File: config.mk
export PLATFORM = sky130hd
export DESIGN_NAME = cmd_credit_arbiter_flat
export DESIGN_NICKNAME = d
export VERILOG_FILES = /design/src/rtl/cmd_credit_arbiter_if.sv /design/src/rtl/cmd_credit_arbiter.sv /design/src/flat_wrapper.sv
export SDC_FILE = /design/constraint.sdc
export NUM_CORES = 1
export LEC_CHECK = 0
export ABC_CLOCK_PERIOD_IN_PS = 16200
export CAP_MARGIN = 20
export CELL_PAD_IN_SITES_DETAIL_PLACEMENT = 1
export CELL_PAD_IN_SITES_GLOBAL_PLACEMENT = 1
export CORE_ASPECT_RATIO = 0.9
export CORE_MARGIN = 8
export CORE_UTILIZATION = 40
export DETAILED_ROUTE_END_ITERATION = 8
export DONT_BUFFER_PORTS = 1
export GPL_TIMING_DRIVEN = 1
export PLACE_DENSITY_LB_ADDON = 0.1
export SYNTH_ARGS = -nofsm -noshare
export SYNTH_HDL_FRONTEND = slang
export SYNTH_SLANG_ARGS = --single-unit
export TNS_END_PERCENT = 30
File: constraint.sdc
create_clock -name clock -period 16.2 [get_ports clock]
set_input_delay 2.43 -clock clock [delete_from_list [all_inputs] [get_ports clock]]
set_output_delay 2.43 -clock clock [all_outputs]
set_load 0.03 [all_outputs]
File: src/rtl/cmd_credit_arbiter_if.sv
// Command request/grant and credit-return bundle for cmd_credit_arbiter.
// master = command engines / response path, slave = the arbiter.
interface cmd_credit_arbiter_if;
    logic       read_req;
    logic       write_req;
    logic       read_grant;
    logic       write_grant;
    logic       resp_valid;
    logic       resp_is_read;
    logic [8:0] resp_credits;

    modport master (
        output read_req,
        output write_req,
        output resp_valid,
        output resp_is_read,
        output resp_credits,
        input  read_grant,
        input  write_grant
    );

    modport slave (
        input  read_req,
        input  write_req,
        input  resp_valid,
        input  resp_is_read,
        input  resp_credits,
        output read_grant,
        output write_grant
    );
endinterface

File: src/rtl/cmd_credit_arbiter.sv
// Round-robin read/write command arbiter over split PSL credit pools.
// Optional CMD_CREDIT_STATS_EN adds grant and stall counters.
module cmd_credit_arbiter #(
    parameter int CREDITS_READ  = 32,
    parameter int CREDITS_WRITE = 32,
    parameter int CREDIT_W      = 8
) (
    input  logic                clock,
    input  logic                reset,
    input  logic                enabled,
    input  logic [7:0]          room,
    cmd_credit_arbiter_if.slave cmd,
    output logic [CREDIT_W-1:0] credits_read,
    output logic [CREDIT_W-1:0] credits_write,
    output logic [CREDIT_W-1:0] outstanding,
    output logic                drain_done,
    output logic                credit_error
`ifdef CMD_CREDIT_STATS_EN
    ,
    output logic [31:0]         read_grant_count,
    output logic [31:0]         write_grant_count,
    output logic [31:0]         stall_cycles
`endif
);

    localparam int AW = (CREDIT_W > 8 ? CREDIT_W : 8) + 1;
    localparam logic [AW-1:0] RD_MAX = AW'(CREDITS_READ);
    localparam logic [AW-1:0] WR_MAX = AW'(CREDITS_WRITE);
    localparam logic [AW-1:0] TOTAL  = AW'(CREDITS_READ + CREDITS_WRITE);

    typedef enum logic [1:0] {
        IDLE,
        INIT,
        RUN,
        DRAIN
    } state_t;

    state_t              state_q, state_d;
    logic [AW-1:0]       room_q, room_d;
    logic [CREDIT_W-1:0] credits_read_q, credits_read_d;
    logic [CREDIT_W-1:0] credits_write_q, credits_write_d;
    logic [CREDIT_W-1:0] outstanding_q, outstanding_d;
    logic                read_grant_q, read_grant_d;
    logic                write_grant_q, write_grant_d;
    logic                last_rd_q, last_rd_d;
    logic                drain_done_q, drain_done_d;
    logic                credit_error_q, credit_error_d;

    logic          room_gt;
    logic          rd_elig, wr_elig;
    logic          rd_win, wr_win;
    logic          resp_neg, resp_ok;
    logic [AW-1:0] resp_mag;
    logic [AW-1:0] ret_rd, ret_wr;
    logic [AW-1:0] cr_ext, cw_ext;
    logic          ovf_rd, ovf_wr;
    logic [AW-1:0] acc_rd, acc_wr, acc_all;
    logic [AW-1:0] out_sum;

    // FSM: room sampling, drain completion and re-enable
    always_comb begin
        state_d      = state_q;
        room_d       = room_q;
        drain_done_d = 1'b0;
        room_gt      = AW'(room) > TOTAL;
        unique case (state_q)
            IDLE: begin
                if (enabled) state_d = INIT;
            end
            INIT: begin
                room_d  = room_gt ? TOTAL : AW'(room);
                state_d = RUN;
            end
            RUN: begin
                if (!enabled) state_d = DRAIN;
            end
            DRAIN: begin
                if (enabled) begin
                    state_d = RUN;
                end else if (outstanding_q == '0) begin
                    state_d      = IDLE;
                    drain_done_d = 1'b1;
                end
            end
            default: state_d = IDLE;
        endcase
    end

    // Eligibility and round-robin pick; grant_q blocks a repeat grant
    always_comb begin
        rd_elig = (state_q == RUN) && enabled && cmd.read_req
                  && (credits_read_q != '0)
                  && (AW'(outstanding_q) < room_q)
                  && !read_grant_q;
        wr_elig = (state_q == RUN) && enabled && cmd.write_req
                  && (credits_write_q != '0)
                  && (AW'(outstanding_q) < room_q)
                  && !write_grant_q;
        rd_win        = rd_elig && (!wr_elig || !last_rd_q);
        wr_win        = wr_elig && (!rd_elig || last_rd_q);
        read_grant_d  = rd_win;
        write_grant_d = wr_win;
        last_rd_d     = last_rd_q;
        if (rd_win) last_rd_d = 1'b1;
        if (wr_win) last_rd_d = 1'b0;
    end

    // Net credit update: grant taken and response returned in one step
    always_comb begin
        resp_neg = cmd.resp_credits[8];
        resp_mag = AW'(cmd.resp_credits[7:0]);
        resp_ok  = cmd.resp_valid && (state_q != IDLE)
                   && !resp_neg && (resp_mag != '0);
        ret_rd   = (resp_ok && cmd.resp_is_read) ? resp_mag : '0;
        ret_wr   = (resp_ok && !cmd.resp_is_read) ? resp_mag : '0;
        cr_ext   = AW'(credits_read_q);
        cw_ext   = AW'(credits_write_q);
        ovf_rd   = (cr_ext + ret_rd) > RD_MAX;
        ovf_wr   = (cw_ext + ret_wr) > WR_MAX;
        acc_rd   = ovf_rd ? (RD_MAX - cr_ext) : ret_rd;
        acc_wr   = ovf_wr ? (WR_MAX - cw_ext) : ret_wr;
        acc_all  = acc_rd + acc_wr;
        credits_read_d  = CREDIT_W'(cr_ext - AW'(rd_win) + acc_rd);
        credits_write_d = CREDIT_W'(cw_ext - AW'(wr_win) + acc_wr);
        out_sum = AW'(outstanding_q) + AW'(rd_win) + AW'(wr_win);
        outstanding_d = (out_sum > acc_all)
                        ? CREDIT_W'(out_sum - acc_all) : '0;
        credit_error_d = credit_error_q | ovf_rd | ovf_wr
                         | (cmd.resp_valid
                            && ((state_q == IDLE) || resp_neg));
    end

    // State and counter registers
    always_ff @(posedge clock) begin
        if (reset) begin
            state_q         <= IDLE;
            room_q          <= '0;
            credits_read_q  <= CREDIT_W'(CREDITS_READ);
            credits_write_q <= CREDIT_W'(CREDITS_WRITE);
            outstanding_q   <= '0;
            read_grant_q    <= 1'b0;
            write_grant_q   <= 1'b0;
            last_rd_q       <= 1'b0;
            drain_done_q    <= 1'b0;
            credit_error_q  <= 1'b0;
        end else begin
            state_q         <= state_d;
            room_q          <= room_d;
            credits_read_q  <= credits_read_d;
            credits_write_q <= credits_write_d;
            outstanding_q   <= outstanding_d;
            read_grant_q    <= read_grant_d;
            write_grant_q   <= write_grant_d;
            last_rd_q       <= last_rd_d;
            drain_done_q    <= drain_done_d;
            credit_error_q  <= credit_error_d;
        end
    end

    assign cmd.read_grant  = read_grant_q;
    assign cmd.write_grant = write_grant_q;
    assign credits_read    = credits_read_q;
    assign credits_write   = credits_write_q;
    assign outstanding     = outstanding_q;
    assign drain_done      = drain_done_q;
    assign credit_error    = credit_error_q;

`ifdef CMD_CREDIT_STATS_EN
    logic [31:0] read_grant_count_q, read_grant_count_d;
    logic [31:0] write_grant_count_q, write_grant_count_d;
    logic [31:0] stall_cycles_q, stall_cycles_d;
    logic        stall;

    // Free-running wrap-around statistics
    always_comb begin
        stall = (state_q == RUN) && (cmd.read_req || cmd.write_req)
                && !rd_win && !wr_win;
        read_grant_count_d  = read_grant_count_q + 32'(rd_win);
        write_grant_count_d = write_grant_count_q + 32'(wr_win);
        stall_cycles_d      = stall_cycles_q + 32'(stall);
    end

    // Statistics registers
    always_ff @(posedge clock) begin
        if (reset) begin
            read_grant_count_q  <= '0;
            write_grant_count_q <= '0;
            stall_cycles_q      <= '0;
        end else begin
            read_grant_count_q  <= read_grant_count_d;
            write_grant_count_q <= write_grant_count_d;
            stall_cycles_q      <= stall_cycles_d;
        end
    end

    assign read_grant_count  = read_grant_count_q;
    assign write_grant_count = write_grant_count_q;
    assign stall_cycles      = stall_cycles_q;
`endif

endmodule

File: src/flat_wrapper.sv
// flat-port wrapper written by rule: the top's interface ports become plain ports
module cmd_credit_arbiter_flat 
#(
    parameter int CREDITS_READ  = 32,
    parameter int CREDITS_WRITE = 32,
    parameter int CREDIT_W      = 8
)
  (clock, reset, enabled, room, credits_read, credits_write, outstanding, drain_done, credit_error, cmd_read_req, cmd_write_req, cmd_resp_valid, cmd_resp_is_read, cmd_resp_credits, cmd_read_grant, cmd_write_grant);
  cmd_credit_arbiter_if cmd_i ();
  input  logic clock;
  input  logic reset;
  input  logic enabled;
  input  logic [7:0] room;
  output logic [CREDIT_W-1:0] credits_read;
  output logic [CREDIT_W-1:0] credits_write;
  output logic [CREDIT_W-1:0] outstanding;
  output logic drain_done;
  output logic credit_error;
  input wire logic [$bits(cmd_i.read_req)-1:0] cmd_read_req;
  input wire logic [$bits(cmd_i.write_req)-1:0] cmd_write_req;
  input wire logic [$bits(cmd_i.resp_valid)-1:0] cmd_resp_valid;
  input wire logic [$bits(cmd_i.resp_is_read)-1:0] cmd_resp_is_read;
  input wire logic [$bits(cmd_i.resp_credits)-1:0] cmd_resp_credits;
  output wire logic [$bits(cmd_i.read_grant)-1:0] cmd_read_grant;
  output wire logic [$bits(cmd_i.write_grant)-1:0] cmd_write_grant;
  assign cmd_i.read_req = cmd_read_req;
  assign cmd_i.write_req = cmd_write_req;
  assign cmd_i.resp_valid = cmd_resp_valid;
  assign cmd_i.resp_is_read = cmd_resp_is_read;
  assign cmd_i.resp_credits = cmd_resp_credits;
  assign cmd_read_grant = cmd_i.read_grant;
  assign cmd_write_grant = cmd_i.write_grant;
  cmd_credit_arbiter #(.CREDITS_READ(CREDITS_READ), .CREDITS_WRITE(CREDITS_WRITE), .CREDIT_W(CREDIT_W)) u_core (.clock(clock), .reset(reset), .enabled(enabled), .room(room), .cmd(cmd_i), .credits_read(credits_read), .credits_write(credits_write), .outstanding(outstanding), .drain_done(drain_done), .credit_error(credit_error));
endmodule
== Yosys cells after proc, flatten, opt, wreduce, memory -nomap -nowiden ==
Index checks and enable logic that the tools add are counted.

* Output and inout bits: 28
* Logic and storage cells: 86
* Register bits: 40
* Input port bits: 24

* Bitwise logic cells: 5
* Reductions and logical operators: 37
* Muxes and demuxes: 11
* Add/sub/neg operators: 12
* $lt $le $gt $ge: 5
* Eq/ne operators: 6

{| class="wikitable"
|+ Operators with widths
! kind !! number
|-
| $mux 8 || 3
|-
| $reduce_bool 8->1 || 3
|-
| $add 8x9->9 || 2
|-
| $gt 9x6->1 const B || 2
|-
| $mux 9 || 2
|-
| $sub 6x8->9 const A || 2
|-
| $logic_and 1x1->1 || 17
|-
| $add 8x8->8 || 2
|-
| $sub 8x1->8 || 2
|-
| $add 8x1->9 || 1
|-
| $add 9x1->9 || 1
|-
| $add 9x9->9 || 1
|-
| $gt 9x9->1 || 1
|-
| $lt 8x9->1 || 1
|-
| $gt 8x7->1 const B || 1
|-
| $logic_not 8->1 || 1
|-
| $mux 2 || 4
|-
| $pmux 2 s4 || 1
|-
| $sub 8x8->8 || 1
|-
| $logic_not 1->1 || 7
|-
| $eq 2x2->1 const B || 2
|-
| $ne 2x2->1 const B || 2
|-
| $reduce_or 2->1 || 2
|-
| $logic_or 1x1->1 || 3
|-
| other kinds (9) || 12
|}

== Depth between registers and ports, before layout ==
* Word-level depth: 14
* Mapped depth: 34
* Depth with buffers taken out: 30

== Worst setup path after synthesis ==
OpenSTA, ideal clock, no wires.

* Kind: in2reg
* Start point: input cmd_resp_credits[8]
* End point: register u_core.outstanding_q[3], in the netlist u_core.outstanding[3]
* Stages: 31
* Slack: 8.546 ns
* Arrival time: 7.527 ns
* Buffers on the path: 3
* Required time: 16.074 ns
* Setup time: 0.126 ns
* Cells stage by stage: o21ba_4 and3_1 clkbuf_1 and2_1 ha_1 inv_1 fa_1 nand2b_1 a21oi_1 xor2_1 o32ai_1 nand3_1 buf_2 a21bo_2 or3_1 nand3_1 ha_1 inv_1 ha_1 nor2b_1 o21ai_0 a21oi_1 o21ai_0 nand2b_1 a21o_1 a21o_1 a21o_1 a21oi_1 or3_1 clkbuf_1 nor3_1

* Longest elaborated chain between the ends: 12
* Elaborated cells between the ends (all ways): 18
* Those cells by class: add/sub (4); order compare (3); mux (4); bitwise (1); reduce/logical (6)

{| class="wikitable"
|+ Ends and longest elaborated chain
! what !! RTL line !! source
|-
| from (decl) || flat_wrapper.sv:23 || <nowiki>input wire logic [$bits(cmd_i.resp_credits)-1:0] cmd_resp_credits;</nowiki>
|-
| $logic_not 1->1 (*) || cmd_credit_arbiter.sv:113 || <nowiki>&& !resp_neg && (resp_mag != '0);</nowiki>
|-
| $logic_and 1x1->1 (*) (2 in a row) || cmd_credit_arbiter.sv:113 ||
|-
| $logic_and 1x1->1, on equally long branches || cmd_credit_arbiter.sv:114, cmd_credit_arbiter.sv:115 ||
|-
| $mux 8, on equally long branches || cmd_credit_arbiter.sv:114, cmd_credit_arbiter.sv:115 ||
|-
| $add 8x9->9, on equally long branches || cmd_credit_arbiter.sv:118, cmd_credit_arbiter.sv:119 ||
|-
| $gt 9x6->1, on equally long branches || cmd_credit_arbiter.sv:118, cmd_credit_arbiter.sv:119 ||
|-
| $mux 9, on equally long branches || cmd_credit_arbiter.sv:120, cmd_credit_arbiter.sv:121 ||
|-
| $add 9x9->9 (*) || cmd_credit_arbiter.sv:122 || <nowiki>acc_all = acc_rd + acc_wr;</nowiki>
|-
| $gt 9x9->1 || cmd_credit_arbiter.sv:126 || <nowiki>outstanding_d = (out_sum > acc_all)</nowiki>
|-
| $not 1->1 (no source line) || n/a ||
|-
| $reduce_or 2->1 (no source line) || n/a ||
|-
| to (signal assigned) || cmd_credit_arbiter.sv:151 || <nowiki>outstanding_q <= outstanding_d;</nowiki>
|-
| to (decl) || cmd_credit_arbiter.sv:42 || <nowiki>logic [CREDIT_W-1:0] outstanding_q, outstanding_d;</nowiki>
|}

Every way passes the cells marked *; elsewhere a longest branch is shown, timed or not.
A chain may end at the register's enable or synchronous reset.

== Final worst setup path ==
Same ends and word-level chain as after synthesis.

==> reports/summary.log <==
INFO  critical_path  worst_path_max_delay_cell=sky130_fd_sc_hd__nor3_1
INFO  placement      dp_hpwl=11000um
INFO  critical_path  timing.reg2reg.worst_path_depth=25
INFO  placement      io_buffers=0
INFO  clocking       cts_buffer_depth=2
INFO  clocking       tritoncts_sink_count=39
INFO  floorplan      fp.dieArea=0.0152mm2
INFO  logic_synthesis syn-instance-count=573
INFO  final_layout   fin_nets=663
INFO  timing         timing.final.crit_share=51.2%
INFO  logic_synthesis number_of_enable_flip_flop_cells_after_synthesis=0
INFO  clocking       clock_insertion_delay_worst_skew=0.30ns
INFO  global_route   grt_pass1_wl=22200um
INFO  logic_synthesis synthMostInstantiatedCell=sky130_fd_sc_hd__inv_1
INFO  logic_synthesis synthDistinctLibCells=75
INFO  timing         final.setup.worst_slack=7.91ns
INFO  critical_path  critPathCaptureType=flip-flop
INFO  detailed_routing drt_wl_total=13300um
INFO  floorplan      ioPinCount=52
INFO  timing         max-slew-margin-rel=51.3%
INFO  floorplan      placement_rows=37
INFO  critical_path  worstPathMaxFanout=14
INFO  critical_path  worstPathRequired=16.41ns
INFO  timing         finalHoldWorstSlack=0.450ns
INFO  detailed_routing detail_route.drc_violations=0
INFO  placement      gp_congestion=0.843
INFO  global_route   first_global_vias=4214
INFO  detailed_routing routed_wire_length_per_instance=18.4um
INFO  status         status=complete, no violations
INFO  clocking       cts_made_buffers=5
INFO  worst_hold_path hold_depth=2
INFO  logic_synthesis synthesis.area=0.00459mm2
INFO  global_route   grt_start_max_net_pins=33
INFO  clocking       cts_tree=yes
INFO  clocking       root_driver=sky130_fd_sc_hd__clkbuf_16
INFO  floorplan      initial_utilization=40.7%
INFO  clocking       clock_tree.htree_level_count=2
INFO  logic_synthesis synth_seq_area_share=17.0%
INFO  clocking       post_cts_setup_repair_bufs=0
INFO  critical_path  kind_of_start_point_of_the_critical_path=input pin
INFO  timing         timing.final.setup_violations=0
INFO  critical_path  crit_path_max_incr_delay=0.58ns
INFO  critical_path  cp.arrival=8.50ns
INFO  timing         worst-slew-pin-transition=0.724ns
INFO  logic_synthesis synth_top_cells_by_area=sky130_fd_sc_hd__ha_1 18%, sky130_fd_sc_hd__dfxtp_1 17%, sky130_fd_sc_hd__xnor2_1 6.3%, sky130_fd_sc_hd__inv_1 5.5%, sky130_fd_sc_hd__nor2_1 3.8%
INFO  critical_path  critPathMostFrequentCell=sky130_fd_sc_hd__ha_1
INFO  global_route   global_route.usage.total=18.3%
INFO  timing         tns=0ns
INFO  logic_synthesis synth-seq-cells=39
INFO  detailed_routing ant_nets=0
INFO  logic_synthesis synth_commonest_cells=67 x sky130_fd_sc_hd__inv_1, 66 x sky130_fd_sc_hd__ha_1, 47 x sky130_fd_sc_hd__nor2_1
INFO  floorplan      placeableCoreArea=0.0113mm2
INFO  timing         post-route-min-period=8.29ns
INFO  logic_synthesis synth.avg_cell_area=8.02um2
INFO  timing         clock-skew-final=0.00996ns
INFO  timing         timing_hold_violations_final=0
INFO  timing         report.final.slew_viol_count=0
INFO  detailed_routing detail_route.vias_per_cell=5.50
INFO  final_layout   area_growth_syn_to_layout=6.10%
INFO  logic_synthesis ys_async_sr_fraction=0%
INFO  detailed_routing drt_pass1_iterations=4
INFO  clocking       post_cts_resized=0
INFO  global_route   grt_antenna_before_repair=0
INFO  detailed_routing routed-via-count=3988
INFO  detailed_routing dr.first_iter.drc_count=190
INFO  run            max_cap_violations=0
INFO  floorplan      die_height=118um
INFO  logic_synthesis synthDominantAreaCellType=sky130_fd_sc_hd__ha_1
INFO  clocking       cts.reportedPaths.clkPinSlew=0.06ns
INFO  logic_synthesis synth_top_flop_cell=sky130_fd_sc_hd__dfxtp_1
INFO  global_route   global_route.overflow_total=0
INFO  floorplan      die_width=129um
INFO  logic_synthesis synth_top_area_share=18.0%
INFO  clocking       holdBufCountCts=0
INFO  logic_synthesis yosys_warning_total=0
INFO  final_layout   antenna_diode_count=0
INFO  placement      place_worst_setup_slack=7.65ns
INFO  worst_hold_path holdCritPathClass=reg2reg
INFO  critical_path  worstSetupPathType=in2reg
INFO  final_layout   final_layout_size_suffix_gt1_share=6.85%
INFO  timing         highest_achievable_clock_rate=121MHz
INFO  logic_synthesis synth_nets=668
INFO  timing         rsz0062_at_grt=no
==> placed cells by master, fill, tap and decap left out, types with 5 or more instances in the layout <==
cell,Yosys,routed
sky130_fd_sc_hd__or3_1,9,9
sky130_fd_sc_hd__nor3_1,16,16
sky130_fd_sc_hd__clkbuf_16,0,5
sky130_fd_sc_hd__dfxtp_1,39,39
sky130_fd_sc_hd__fa_1,5,5
sky130_fd_sc_hd__a31oi_1,5,5
sky130_fd_sc_hd__a21o_1,16,16
sky130_fd_sc_hd__and2_1,15,15
sky130_fd_sc_hd__o21ai_0,14,14
sky130_fd_sc_hd__nand2_1,33,33
sky130_fd_sc_hd__nor2b_1,16,16
sky130_fd_sc_hd__xor2_1,15,15
sky130_fd_sc_hd__a21oi_1,29,29
sky130_fd_sc_hd__inv_1,67,67
sky130_fd_sc_hd__nand2b_1,14,14
sky130_fd_sc_hd__ha_1,66,66
sky130_fd_sc_hd__a22oi_1,6,6
sky130_fd_sc_hd__nand3_1,14,14
sky130_fd_sc_hd__nor4_1,5,5
sky130_fd_sc_hd__and3_1,9,9
sky130_fd_sc_hd__o31ai_1,5,5
sky130_fd_sc_hd__xnor2_1,33,33
sky130_fd_sc_hd__nor2_1,47,47
==> final timing paths <==
kind | start | end | slack (ns)
min | u_core.room_q[7]$_SDFFE_PP0N_ | u_core.room_q[7]$_SDFFE_PP0N_ | 0.45
max reg2reg | u_core.state_q[0]$_SDFFE_PP0P_ | u_core.outstanding[3]$_SDFF_PP0_ | 9.55
max | cmd_resp_credits[8] | u_core.outstanding[3]$_SDFF_PP0_ | 7.91
min reg2reg | u_core.room_q[7]$_SDFFE_PP0N_ | u_core.room_q[7]$_SDFFE_PP0N_ | 0.45
==> cell families (layout without fill, tap and decap cells) <==
kind of cell    Yosys count  in the layout  share of synthesized area, %
compound gates          123            123                          20.6
xor+xnor                 49             49                          9.75
simple gates            203            203                          23.2
buf+inv                  80             76                          7.38
fa+ha+maj                71             71                          20.2
mux                       8              8                          1.96
flops                    39             39                          17.0
==> cell type report <==
cell class	instances	area [um2]
fillers	1412	6420
multi-input cells	454	3470
flip-flops and latches	39	781
inverters	68	255
well taps	156	195
clock buffers	5	125
clock inverters	3	43.8
==> per-layer routing <==
layer / vias up / wire length, um / GRT usage (%)
met5: - / 0 / 0
met4: 0 / 248 / 5.14
met3: 18 / 530 / 3.26
met2: 63 / 6110 / 30.0
met1: 1903 / 6460 / 23.8
li1: 2004 / - / -
==> worst max-delay path: cells and delay by family <==
kind            cells  cell delay [ns]
fa+ha+maj           4             1.15
compound gates     11             1.83
xor+xnor            1             0.11
simple gates        9             2.97
==> state kept, by name, indices dropped and copies added (netlist names) <==
signal	flops
u_core.state_q	2
u_core.room_q	8
u_core.credits_write	8
u_core.credit_error	1
u_core.cmd.read_grant	1
u_core.last_rd_q	1
u_core.credits_read	8
u_core.cmd.write_grant	1
u_core.outstanding	8
u_core.drain_done	1
==> metrics by stage <==
stage	cell area, um2	utilization [%]	cells
6_report	4870	43.2	725
5_1_grt	4870	43.2	725
4_1_cts	4870	43.2	725
3_5_place_dp	4710	41.7	717
3_3_place_gp	4710	41.7	717
2_1_floorplan	4590	-	573
Power is left out: the tool's default activity adds up to more than one toggle a clock period on the data nets, which glitch-free logic cannot reach.
